[src/rtl/datapath_arbiter.sv]
// Round-robin arbiter sharing one regfile+ALU datapath between two requesters.
// One operation in flight: accept in IDLE, hold the captured result in RESP until consumed.
module datapath_arbiter #(
    parameter int REGWIDTH  = 5,
    parameter int DATAWIDTH = 32
) (
    input  logic                 clk,
    input  logic                 rst,
    input  logic                 r0_valid,
    output logic                 r0_ready,
    input  logic [REGWIDTH-1:0]  r0_rs1,
    input  logic [REGWIDTH-1:0]  r0_rs2,
    input  logic [REGWIDTH-1:0]  r0_rd,
    input  logic                 r0_alusrc,
    input  logic [2:0]           r0_aluctrl,
    input  logic [DATAWIDTH-1:0] r0_imm,
    input  logic                 r0_wr,
    output logic                 r0_rsp_valid,
    input  logic                 r0_rsp_ready,
    input  logic                 r1_valid,
    output logic                 r1_ready,
    input  logic [REGWIDTH-1:0]  r1_rs1,
    input  logic [REGWIDTH-1:0]  r1_rs2,
    input  logic [REGWIDTH-1:0]  r1_rd,
    input  logic                 r1_alusrc,
    input  logic [2:0]           r1_aluctrl,
    input  logic [DATAWIDTH-1:0] r1_imm,
    input  logic                 r1_wr,
    output logic                 r1_rsp_valid,
    input  logic                 r1_rsp_ready,
    output logic [DATAWIDTH-1:0] rsp_data,
    output logic                 rsp_eq,
    output logic [REGWIDTH-1:0]  dp_rs1,
    output logic [REGWIDTH-1:0]  dp_rs2,
    output logic [REGWIDTH-1:0]  dp_rd,
    output logic                 dp_regwrite,
    output logic                 dp_alusrc,
    output logic [2:0]           dp_aluctrl,
    output logic [DATAWIDTH-1:0] dp_imm,
    output logic [DATAWIDTH-1:0] dp_writedata,
    input  logic [DATAWIDTH-1:0] dp_aluout,
    input  logic                 dp_eq
);

    typedef enum logic {IDLE, RESP} state_t;

    state_t               state;
    logic                 last_grant;
    logic                 owner;
    logic [DATAWIDTH-1:0] rsp_data_q;
    logic                 rsp_eq_q;

    logic grant_vld;
    logic grant;

    // On a tie the requester that did not win last time is chosen.
    always_comb begin
        grant_vld = (state == IDLE) && (r0_valid || r1_valid);
        grant     = (r0_valid && r1_valid) ? ~last_grant : r1_valid;
    end

    assign r0_ready = grant_vld && !grant;
    assign r1_ready = grant_vld && grant;

    always_comb begin
        dp_rs1      = '0;
        dp_rs2      = '0;
        dp_rd       = '0;
        dp_regwrite = 1'b0;
        dp_alusrc   = 1'b0;
        dp_aluctrl  = '0;
        dp_imm      = '0;
        if (grant_vld) begin
            if (grant) begin
                dp_rs1      = r1_rs1;
                dp_rs2      = r1_rs2;
                dp_rd       = r1_rd;
                dp_regwrite = r1_wr && (r1_rd != '0);
                dp_alusrc   = r1_alusrc;
                dp_aluctrl  = r1_aluctrl;
                dp_imm      = r1_imm;
            end else begin
                dp_rs1      = r0_rs1;
                dp_rs2      = r0_rs2;
                dp_rd       = r0_rd;
                dp_regwrite = r0_wr && (r0_rd != '0);
                dp_alusrc   = r0_alusrc;
                dp_aluctrl  = r0_aluctrl;
                dp_imm      = r0_imm;
            end
        end
    end

    assign dp_writedata = dp_aluout;

    assign r0_rsp_valid = (state == RESP) && !owner;
    assign r1_rsp_valid = (state == RESP) && owner;
    assign rsp_data     = rsp_data_q;
    assign rsp_eq       = rsp_eq_q;

    always_ff @(posedge clk) begin
        if (rst) begin
            state      <= IDLE;
            last_grant <= 1'b1;
            owner      <= 1'b0;
            rsp_data_q <= '0;
            rsp_eq_q   <= 1'b0;
        end else begin
            case (state)
                IDLE: begin
                    if (grant_vld) begin
                        rsp_data_q <= dp_aluout;
                        rsp_eq_q   <= dp_eq;
                        owner      <= grant;
                        last_grant <= grant;
                        state      <= RESP;
                    end
                end
                RESP: begin
                    if (owner ? r1_rsp_ready : r0_rsp_ready) state <= IDLE;
                end
                default: state <= IDLE;
            endcase
        end
    end

endmodule

[config.mk]
export PLATFORM = sky130hd
export DESIGN_NAME = datapath_arbiter
export DESIGN_NICKNAME = d
export VERILOG_FILES = /design/src/rtl/datapath_arbiter.sv
export SDC_FILE = /design/constraint.sdc
export NUM_CORES = 1
export LEC_CHECK = 0
export CAP_MARGIN = 20
export CORE_AREA = 2 2 103 105
export CTS_BUF_LIST = sky130_fd_sc_hd__clkbuf_2 sky130_fd_sc_hd__clkbuf_4 sky130_fd_sc_hd__clkbuf_8
export DETAILED_ROUTE_END_ITERATION = 8
export DIE_AREA = 0 0 105 107
export PLACE_DENSITY = 0.7
export SYNTH_ARGS = -nofsm -noshare
export SYNTH_HDL_FRONTEND = slang
export SYNTH_SLANG_ARGS = --single-unit
[constraint.sdc]
create_clock -name clk -period 1.5 [get_ports clk]
set_clock_uncertainty 0.05 [all_clocks]
set_input_delay 0.375 -clock clk [delete_from_list [all_inputs] [get_ports clk]]
set_output_delay 0.375 -clock clk [all_outputs]
set_load 0.1 [all_outputs]
== Yosys cells after proc, flatten, opt, wreduce, memory -nomap -nowiden ==
Cells that the tools add are included.
Widths: inputs -> output; s select.

* Bitwise operators: 2
* Div/mod/pow operators: 0
* Mux-type cells: 19
* Shift operators: 0
* Magnitude comparators: 0
* $add $sub $neg: 0
* Reductions and logical operators: 14
* Equal/unequal tests: 0
* Multipliers: 0

{| class="wikitable"
|+ Operators with widths
! cell !! number
|-
| $mux 32 || 2
|-
| $mux 5 || 6
|-
| $reduce_bool 5->1 || 2
|-
| $logic_and 1x1->1 || 8
|-
| $mux 1 || 8
|-
| $mux 3 || 2
|-
| $logic_not 1->1 || 2
|-
| $not 1->1 || 2
|-
| $pmux 1 s2 || 1
|-
| $reduce_and 2->1 || 1
|-
| $logic_or 1x1->1 || 1
|}

* Latch bits: 0
* Logic and storage cells: 40
* Memories kept: 0
* Register bits after elaboration: 36
* Memory bits (writable): 0
* ROM bits: 0

== Depth between registers and ports, before layout ==
Gate-level depths: netlist (run 1).

* Depth in word-level cells: 4
* Depth in mapped cells: 5
* Depth with buffers taken out: 4

== Worst setup path before layout (run 1) ==
No wires, ideal clock.

* Path type: input -> output
* Start: in r1_valid
* End: out dp_rs1[3]
* Path buffers: 1
* Arrival time: 1.976 ns
* Slack: -0.901 ns
* Cell stages on the path: 4
* Cell sequence: nor2b_4 -> nor3b_4 -> buf_6 -> a22o_1

* Cells in the longest elaborated chain, start to end: 4
* Elaborated cells between the ends (all ways): 6

{| class="wikitable"
|+ RTL lines
! element !! RTL line !! RTL
|-
| from (decl) || 20 || <nowiki>input logic r1_valid,</nowiki>
|-
| $logic_and 1x1->1 || 59 || <nowiki>grant = (r0_valid && r1_valid) ? ~last_grant : r1_valid;</nowiki>
|-
| $mux 1 || 59 ||
|-
| $mux 5 || 74 || <nowiki>if (grant) begin</nowiki>
|-
| $mux 5 (*) || 73 || <nowiki>if (grant_vld) begin</nowiki>
|-
| to (decl) || 33 || <nowiki>output logic [REGWIDTH-1:0] dp_rs1,</nowiki>
|}

Every way passes the cells marked *; elsewhere a longest branch is shown, timed or not.

== Worst setup path in the final report (run 1) ==
* Start: reg last_grant
* End: out dp_imm[12]

* Cells in the longest elaborated chain, start to end: 4

{| class="wikitable"
|+ RTL lines
! element !! RTL line !! RTL
|-
| from (decl) || 48 || <nowiki>logic last_grant;</nowiki>
|-
| from (signal assigned) || 115 || <nowiki>last_grant <= grant;</nowiki>
|-
| $not 1->1 || 59 ||
|-
| $mux 1 || 59 ||
|-
| $mux 32 || 74 ||
|-
| $mux 32 || 73 ||
|-
| to (decl) || 39 || <nowiki>output logic [DATAWIDTH-1:0] dp_imm,</nowiki>
|}

Every way passes these cells.

==> results of run 1 <==
## cells by family after synthesis
family	Yosys count	synth area share
and+or+nand+nor	81	0.1636
AOI/OAI and AO/OA	90	0.3155
buffers and inverters	54	0.1772
DFF	36	0.3390
muxes	1	0.004709
## cell usage after synthesis, types with 2 or more instances
| master | count | area [µm²] |
|---|---|---|
| sky130_fd_sc_hd__a21oi_1 | 35 | 175.2 |
| sky130_fd_sc_hd__a22o_1 | 44 | 385.4 |
| sky130_fd_sc_hd__a22o_2 | 7 | 70.07 |
| sky130_fd_sc_hd__buf_2 | 7 | 35.03 |
| sky130_fd_sc_hd__buf_4 | 32 | 240.2 |
| sky130_fd_sc_hd__buf_6 | 6 | 67.56 |
| sky130_fd_sc_hd__clkbuf_1 | 7 | 26.28 |
| sky130_fd_sc_hd__dfxtp_1 | 36 | 720.7 |
| sky130_fd_sc_hd__nand2_1 | 70 | 262.8 |
| sky130_fd_sc_hd__nor2_1 | 3 | 11.26 |
| sky130_fd_sc_hd__nor3_1 | 2 | 10.01 |
## registers in the layout (all words and copies together) (netlist names)
register	cells
rsp_data	32
last_grant	1
owner	1
rsp_eq	1
state	1
## stage by stage
step | cells | cell area (µm²) | setup slack [ps] | power (mW) | util
global route | 672 | 6920 | -600.2 | 6.452 | 0.6857
finish | 672 | 6920 | -523.1 | 6.259 | 0.6857
detailed placement | 658 | 6698 | -773.2 | 5.502 | 0.6637
global placement | 658 | 6698 | -772.2 | 5.457 | 0.6637
CTS | 671 | 6898 | -548.9 | 6.299 | 0.6835
floorplan | 262 | 2582 | -444.4 | 3.699 | -
## placed cells by master, fill, tap and decap left out
master | netlist | routed
sky130_fd_sc_hd__o21ba_2 | 1 | 1
sky130_fd_sc_hd__dfxtp_4 | 0 | 2
sky130_fd_sc_hd__a21oi_1 | 35 | 35
sky130_fd_sc_hd__nand3b_1 | 1 | 1
sky130_fd_sc_hd__clkbuf_8 | 0 | 7
sky130_fd_sc_hd__dlygate4sd2_1 | 0 | 34
sky130_fd_sc_hd__mux2i_1 | 1 | 1
sky130_fd_sc_hd__a22o_4 | 0 | 49
sky130_fd_sc_hd__nor2b_4 | 1 | 2
sky130_fd_sc_hd__a22o_2 | 7 | 2
sky130_fd_sc_hd__o21bai_2 | 1 | 1
sky130_fd_sc_hd__buf_12 | 0 | 130
sky130_fd_sc_hd__clkdlybuf4s50_1 | 0 | 104
sky130_fd_sc_hd__and4b_2 | 1 | 1
sky130_fd_sc_hd__and2_4 | 0 | 1
sky130_fd_sc_hd__buf_6 | 6 | 7
sky130_fd_sc_hd__nor3b_4 | 1 | 1
sky130_fd_sc_hd__nor2_1 | 3 | 2
sky130_fd_sc_hd__inv_4 | 0 | 1
sky130_fd_sc_hd__dfxtp_1 | 36 | 33
sky130_fd_sc_hd__a32o_4 | 0 | 1
sky130_fd_sc_hd__dlymetal6s2s_1 | 0 | 3
sky130_fd_sc_hd__buf_4 | 32 | 38
sky130_fd_sc_hd__clkbuf_16 | 0 | 1
sky130_fd_sc_hd__buf_16 | 0 | 2
sky130_fd_sc_hd__nand2_1 | 70 | 70
sky130_fd_sc_hd__nor2_2 | 0 | 1
sky130_fd_sc_hd__clkdlybuf4s15_1 | 0 | 1
sky130_fd_sc_hd__dfxtp_2 | 0 | 1
sky130_fd_sc_hd__a211o_1 | 1 | 1
sky130_fd_sc_hd__nor3_2 | 0 | 2
## worst max-delay path, cell delays in order, from the launching register on
cell                      delay (ps)
sky130_fd_sc_hd__dfxtp_4         370
sky130_fd_sc_hd__nor2b_4          40
sky130_fd_sc_hd__nor3b_4         240
sky130_fd_sc_hd__buf_12          190
sky130_fd_sc_hd__buf_12          140
sky130_fd_sc_hd__a22o_4          150
sky130_fd_sc_hd__buf_12          170
## metal layers
metal / track usage / vias up
met3: 0.05957 / 20
li1: - / 1443
met5: 0 / -
met4: 0.07048 / 2
met1: 0.2210 / 1429
met2: 0.3933 / 161
## how the worst max path moves through the flow
| stage | start | to | depth (start not counted) | slack (ps) |
|---|---|---|---|---|
| floorplan | r1_valid | dp_rd[3] | 4 | -440 |
| global placement | r1_valid | dp_rs1[4] | 7 | -770 |
| detailed placement | r1_valid | dp_rs1[4] | 7 | -770 |
| CTS | last_grant$_SDFFE_PP1P_ | dp_alusrc | 7 | -550 |
| global route | last_grant$_SDFFE_PP1P_ | dp_imm[12] | 6 | -600 |
| finish | last_grant$_SDFFE_PP1P_ | dp_imm[12] | 6 | -520 |
## cell type report
type | instances | area (µm²)
fill | 733 | 3172
multi-input combinational | 172 | 1485
clock buffer | 7 | 96.34
timing repair buffer | 320 | 4433
tap | 136 | 170.2
sequential | 36 | 729.5
inverter | 1 | 6.256
## power by group
part | internal, mW | leakage (nW) | switching [mW] | total (mW)
sequential | 1.03 | 0.298 | 0.0801 | 1.11
clock | 0.409 | 0.0503 | 0.336 | 0.745
combinational | 1.80 | 2.69 | 2.60 | 4.40
total | 3.24 | 3.04 | 3.02 | 6.26
## what timing repair did
item | CTS | global route
buffers inserted | 3 | 1
cloned | 3 | 1
resized for setup | 53 | 6
pin swaps | 4 | 5
setup endpoints to repair | 112 | 56
==> impl_summary.md, run 1 <==
Floorplan
The die area is 11240 µm². The floorplan step set the die width to 105 µm. Measured along the y axis, the die boundary spans 107 µm. 264 I/O pins were placed. The number of placement rows is 37. The initial utilization of the core area, before any placement, comes to 0.2106. The core region is 10090 µm².

Finish
In the final layout, the share of cells above drive strength 1 is 0.4683. The number of antenna diodes in the final layout is 0. The net count of the finished layout is 679. The synthesis-to-finish area growth is 225.5%.

Timing
The number of endpoints with negative hold slack in the final report came to 0. The final critical path time including I/O delays and setup is 2023 ps. Setup repair after global routing could not meet its margin everywhere.

The worst slack on hold paths is 445.7 ps. Setup slack on the critical path of the routed design comes to -523.1 ps. The final number of max-transition violations was 0. The worst slew slack as a fraction of its limit is 0.8430.

At the pin with the least slew margin, the transition time is 235.3 ps. Setup violations remaining at the end of the flow were counted as 56. The share of the clock period used by the worst path is 1.349. The maximum clock frequency is 0.4943 GHz. The final sum of negative setup slack is -26780 ps.

CTS
The number of clock buffers added by TritonCTS is 5. The CTS tree is done. Buffers inserted to repair hold after CTS numbered 0. In this run the clock root is driven by a sky130_fd_sc_hd__clkbuf_8. Counting along the longest clock path gives a buffer depth of 2. The clock latency on the worst-skew pair is 290 ps. After clock tree synthesis, the clock-pin slew on the worst setup and hold paths is 70 ps. The tree built by TritonCTS fans out to 36 sinks.

The H-tree depth reported by CTS is 2.

Synthesis
In the synthesized netlist, the number of instances is 262. The post-synthesis area per instance is 8.114 µm². The synthesized net count is 405.

The netlist uses 24 different library cells. The number of synthesis warnings is 0. The area of the mapped netlist is 2126 µm².

Counting flops with a built-in enable in the synthesized netlist gives 0. The most used flip-flop cell after synthesis is sky130_fd_sc_hd__dfxtp_1. After synthesis the netlist holds a flip-flop and latch count of 36.

The post-synthesis async set-or-reset flop share is 0. The sequential cell area fraction in the yosys report is 0.3390.

Global routing
Entering global routing, the biggest net connects 24 pins. The initial antenna violation count is 1. Across every metal layer, demand over resource in global routing totals 0.2083. The number of global-route vias before repair is 3239. The first global-routing pass estimated 18310 µm of wire. After global routing the overflow that remains totals 0.

Worst hold path
The worst hold path begins at rsp_data[10]$_SDFFE_PP0P_. The cell count of the worst hold path is 2. The endpoint of the worst hold-timing path is rsp_data[10]$_SDFFE_PP0P_.

The class of the tightest hold or removal check is register to register.

Drt
In this run, the number of DRC markers left after iteration 0 of detailed routing was 108. The detailed router put a total of 4224 µm of wire on met1. The total iterations of the first detailed-routing run is 4. The residual antenna-violating net count after detailed routing is 0.

Wires add up to 12170 µm. The routed via count divided by cell count is 4.546. Signal routing reaches up to met5. After detailed routing, the number of remaining DRC violations is 0.

The overall via count from detail_route is 3055. The average wire length per cell after detail routing is 18.11 µm. The met2 wire length is 6662 µm. The routed design uses 978 µm of met3 wire.

Power
For this design the ratio of total power to cell area is 904.5 nW/µm². The total leakage power is 3.040 nW. The worst ir drop on vdd is 0.6501 mV.

Setup path
The data arrival time of the critical path is 1600 ps. Measured in cells, the most critical reg-to-reg path has a length of 5. The setup check on the worst reg-to-reg path leaves a slack of 200 ps. In this run the worst path has a maximum fanout of 9.

The end of the worst register-to-register path is rsp_data[31]$_SDFFE_PP0P_. The critical setup path kind is register to output pin. The kind of start point of the critical path is a register.

The beginning of the worst register-to-register path is state$_SDFF_PP0_. STA puts the critical path data required time at 1070 ps. The kind of capture point of the worst setup path is an output pin.

Place
After legalization and detailed placement, the total HPWL measured 9944 µm. The count of buffers from port buffering is 263. The final weighted congestion of routability-driven global placement is 0.8227.

Flow run
The max-cap violation count is 0.

Status
The checks that failed: setup timing. The run finished, with violations left.
Power figures use the tool's default switching activity.
==> inputs of run 2 (changes only) <==
- PLACE_DENSITY: 0.7 -> 0.76
==> run 2 against run 1 <==
Effect of this change: the flow still finishes with violations (setup timing); critical path depth rose by 1; worst hold slack got worse by 3.3 ps; global-route usage rose by 1.1 points; combinational power barely moved; die area did not move; via count fell by 0.62%; maximum frequency fell by 2.0%; largest power group unchanged; sequential cell count did not move; non-clock buffer count fell by 5.
==> impl_summary.md, run 2 (synthesis results as in run 1) <==
Floorplan
The die extent in x is 105 µm (unchanged). The number of placement rows is 37 (unchanged). The starting density of the core is 0.2106 (unchanged). The y dimension of the die came to 107 µm (unchanged).

The die area was 11240 µm² (unchanged). The number of top-level design ports is 264 (unchanged). The area inside the core boundary is 10090 µm² (unchanged).

Global routing
The global routing usage on met3 is 0.06869 (was 0.05957). The first-pass GRT wire length is 19190 µm (was 18310 µm). The number of global-route vias before repair was 3330 (was 3239). The total track usage is 0.2195 (was 0.2083). The initial antenna violation count is 0 (was 1). The global-route met1 utilization is 0.2077 (was 0.2210). The maximum number of pins on one net before global-route repair is 34 (was 24). The met2 usage is 0.4314 (was 0.3933). The global-route layer with the greatest usage is met2 (unchanged). The total global routing overflow is 0 (unchanged).

Power
The net load switching power was 3.050 mW (was 3.019 mW). The worst ir drop on vdd was 0.6999 mV (was 0.6501 mV). The combinational fraction of design power is 0.685 (was 0.703). The total power per unit cell area came to 936.1 nW/µm² (was 904.5 nW/µm²).

The relative contribution of sequential cells to total power is 0.172 (was 0.178). The total leakage power is 3.009 nW (was 3.040 nW). The switching power as a share of total power is 0.4718 (was 0.4823).

The fraction of power consumed by the clock network is 0.144 (was 0.119). The cell-internal power is 3.414 mW (was 3.240 mW).

Timing
The number of endpoints with negative hold slack in the final report came to 0 (unchanged). The worst slew slack as a fraction of its limit is 0.8354 (was 0.8430). The share of the clock period used by the worst path is 1.377 (was 1.349). The transition at the pin with the smallest max-transition slack is 246.9 ps (was 235.3 ps). The final number of max-transition violations is 0 (unchanged). Unrepaired setup endpoints after global routing: true (unchanged). The final sum of negative setup slack is -28770 ps (was -26780 ps). The worst path setup slack after routing is -565.1 ps (was -523.1 ps). The maximum clock frequency came to 0.4842 GHz (was 0.4943 GHz). The setup-violating endpoint count in the final report is 56 (unchanged). The final critical path time including I/O delays and setup is 2065 ps (was 2023 ps).

Setup path
The kind of start point of the critical path is an input port (was register). The beginning of the worst register-to-register path is state$_SDFF_PP0_ (unchanged). The delay of the slowest cell on the worst path was 270 ps (was 370 ps). The cell depth of the worst flop-to-flop path is 5 (unchanged). Critical Path, Cell by Cell: dlygate4sd2_1 > nand2_1 > nand3b_1 > inv_4 > buf_6 > a22o_4 > buf_12 (was nor2b_4 > nor3b_4 > buf_12 > buf_12 > a22o_4 > buf_12). The critical setup path kind is input port to output pin (was register to output pin). The worst-path cell with the longest stage delay is sky130_fd_sc_hd__dlygate4sd2_1 (was sky130_fd_sc_hd__dfxtp_4). The minimum setup slack among reg-to-reg paths is 100 ps (was 200 ps). The end of the worst register-to-register path is last_grant$_SDFFE_PP1P_ (was rsp_data[31]$_SDFFE_PP0P_). The data arrival time of the critical path is 1640 ps (was 1600 ps). The data required time of the critical path is 1070 ps (about the same). The endpoint of the worst setup timing path was dp_rd[0] (was dp_imm[12]). The startpoint of the most critical setup path is r0_valid (was last_grant$_SDFFE_PP1P_).

The maximum fanout along the worst path is 9 (unchanged). The kind of capture point of the worst setup path is an output pin (unchanged).

CTS
The buffer type at the clock tree root is sky130_fd_sc_hd__clkbuf_8 (unchanged). The clock transition at the register clock pins on the worst setup and hold paths after CTS is 70 ps (about the same). The number of buffers inserted during clock tree synthesis came to 5 (unchanged).

The H-tree depth reported by CTS came to 2 (unchanged). The clock latency on the worst-skew pair was 280 ps (was 290 ps). The number of sinks driven by the clock tree is 36 (unchanged). The count of hold buffers inserted by post-cts repair is 0 (unchanged). The maximum clock path buffer count is 2 (unchanged).

The CTS tree is done (unchanged).

Place
The final weighted congestion of routability-driven global placement is 0.8488 (was 0.8227). The HPWL after detailed placement is 10320 µm (was 9944 µm). The count of buffers from port buffering is 263 (unchanged).

Drt
The residual antenna-violating net count after detailed routing was 0 (unchanged). The number of design rule violations left after detail routing is 0 (unchanged). The count of routing violations after the opening detailed-route iteration is 105 (was 108).

The total routed wirelength was 12790 µm (was 12170 µm). The average wire length per cell after detail routing was 19.15 µm (was 18.11 µm). The overall via count from detail_route is 3036 (was 3055). The total iterations of the first detailed-routing run is 4 (unchanged). The routed via count divided by cell count was 4.545 (was 4.546).

Finish
The commonest non-fill, non-tap cell in the layout is sky130_fd_sc_hd__buf_12 (unchanged). The number of antenna diodes is 0 (unchanged). The multi-input combinational cell area is 1493 µm² (was 1485 µm²). Most used cells in the layout excluding fill and tap cells: sky130_fd_sc_hd__buf_12, sky130_fd_sc_hd__clkdlybuf4s50_1, sky130_fd_sc_hd__nand2_1, sky130_fd_sc_hd__a22o_4, sky130_fd_sc_hd__buf_4 (unchanged). The synthesis-to-finish area growth was 224.8% (was 225.5%). The fraction of layout cells with a size suffix above 1 is 0.4624 (was 0.4683). The number of flip-flops under the largest register name is 32 (unchanged).

The fill cell total of the finished layout was 751 (was 733). The flip-flop and latch area is 729.5 µm² (unchanged). The utilization after layout is 0.6842 (was 0.6857).

The number of nets at the end of the flow is 674 (was 679).

Status
Violations in the final reports: setup timing (unchanged). Status: complete, but fails checks (unchanged).

Worst hold path
The class of the tightest hold or removal check is register to register (unchanged). The cell count of the worst hold path is 2 (unchanged).

Flow run
The max-cap violation count is 0 (unchanged).
## run 2: changes by cell type in the layout (fill, tap and decap cells not counted), sizes merged
cell	delta
clkbuf	+2
buf	-7
clkdlybuf4s50	+4
bufinv	+1
dlygate4sd2	-1
dlymetal6s2s	-3
## run 2: routing by layer
layer / vias to the layer above / wire length [µm] / part of all wire
met2: 159 / 7171 / 0.56
met3: 33 / 1060 / 0.083
met5: - / 0 / 0
met4: 0 / 524 / 0.041
met1: 1420 / 4036 / 0.32
li1: 1424 / - / -
## run 2: critical path: cells and delay by family
family / cells / cell delay (ps)
compound gates: 1 / 160
simple gates: 2 / 270
buf+inv: 4 / 830
## run 2: power groups by stage
stage	Combinational (mW)	Sequential, mW	Clock, mW
2_1_floorplan	2.14	1.56	0
3_3_place_gp	4.28	1.13	0
3_5_place_dp	4.33	1.13	0
4_1_cts	4.39	1.11	0.965
5_1_grt	4.54	1.12	0.997
6_report	4.42	1.11	0.929
## run 2: area by class of cell
class / instances / share of cell area
Multi-Input combinational cell: 172 / 0.2162
Sequential cell: 36 / 0.1056
Tap cell: 136 / 0.02464
Timing Repair Buffer: 315 / 0.6344
Clock inverter: 1 / 0.004349
Clock buffer: 7 / 0.01395
Inverter: 1 / 0.0009060
## run 2: worst min path at each step
| stage | startpoint | endpoint | slack (ps) |
|---|---|---|---|
| CTS | rsp_data[5]$_SDFFE_PP0P_ | rsp_data[5]$_SDFFE_PP0P_ | 440 |
| floorplan | owner$_SDFFE_PP0P_ | owner$_SDFFE_PP0P_ | 450 |
| global route | rsp_data[10]$_SDFFE_PP0P_ | rsp_data[10]$_SDFFE_PP0P_ | 460 |
| detailed placement | rsp_data[5]$_SDFFE_PP0P_ | rsp_data[5]$_SDFFE_PP0P_ | 430 |
| finish | rsp_data[5]$_SDFFE_PP0P_ | rsp_data[5]$_SDFFE_PP0P_ | 440 |
| global placement | rsp_data[4]$_SDFFE_PP0P_ | rsp_data[4]$_SDFFE_PP0P_ | 430 |
## run 2: timing repair
item	in CTS	in global routing
gates cloned	2	3
endpoints found under the setup margin	89	56
resized for setup	56	3
buffers inserted	4	1
pin swaps	2	2
## run 2: per-stage QoR
step	std cells	hold slack (ps)	cell area, µm²	worst slack (ps)	power [mW]
final	668	442.4	6905	-565.1	6.464
after CTS	664	443.7	6812	-562.7	6.467
after global placement	650	429.1	6575	-848.9	5.406
after detailed placement	650	433.2	6575	-869.0	5.462
after global routing	668	456.4	6905	-625.5	6.655
after floorplan	262	452.9	2582	-444.4	3.699
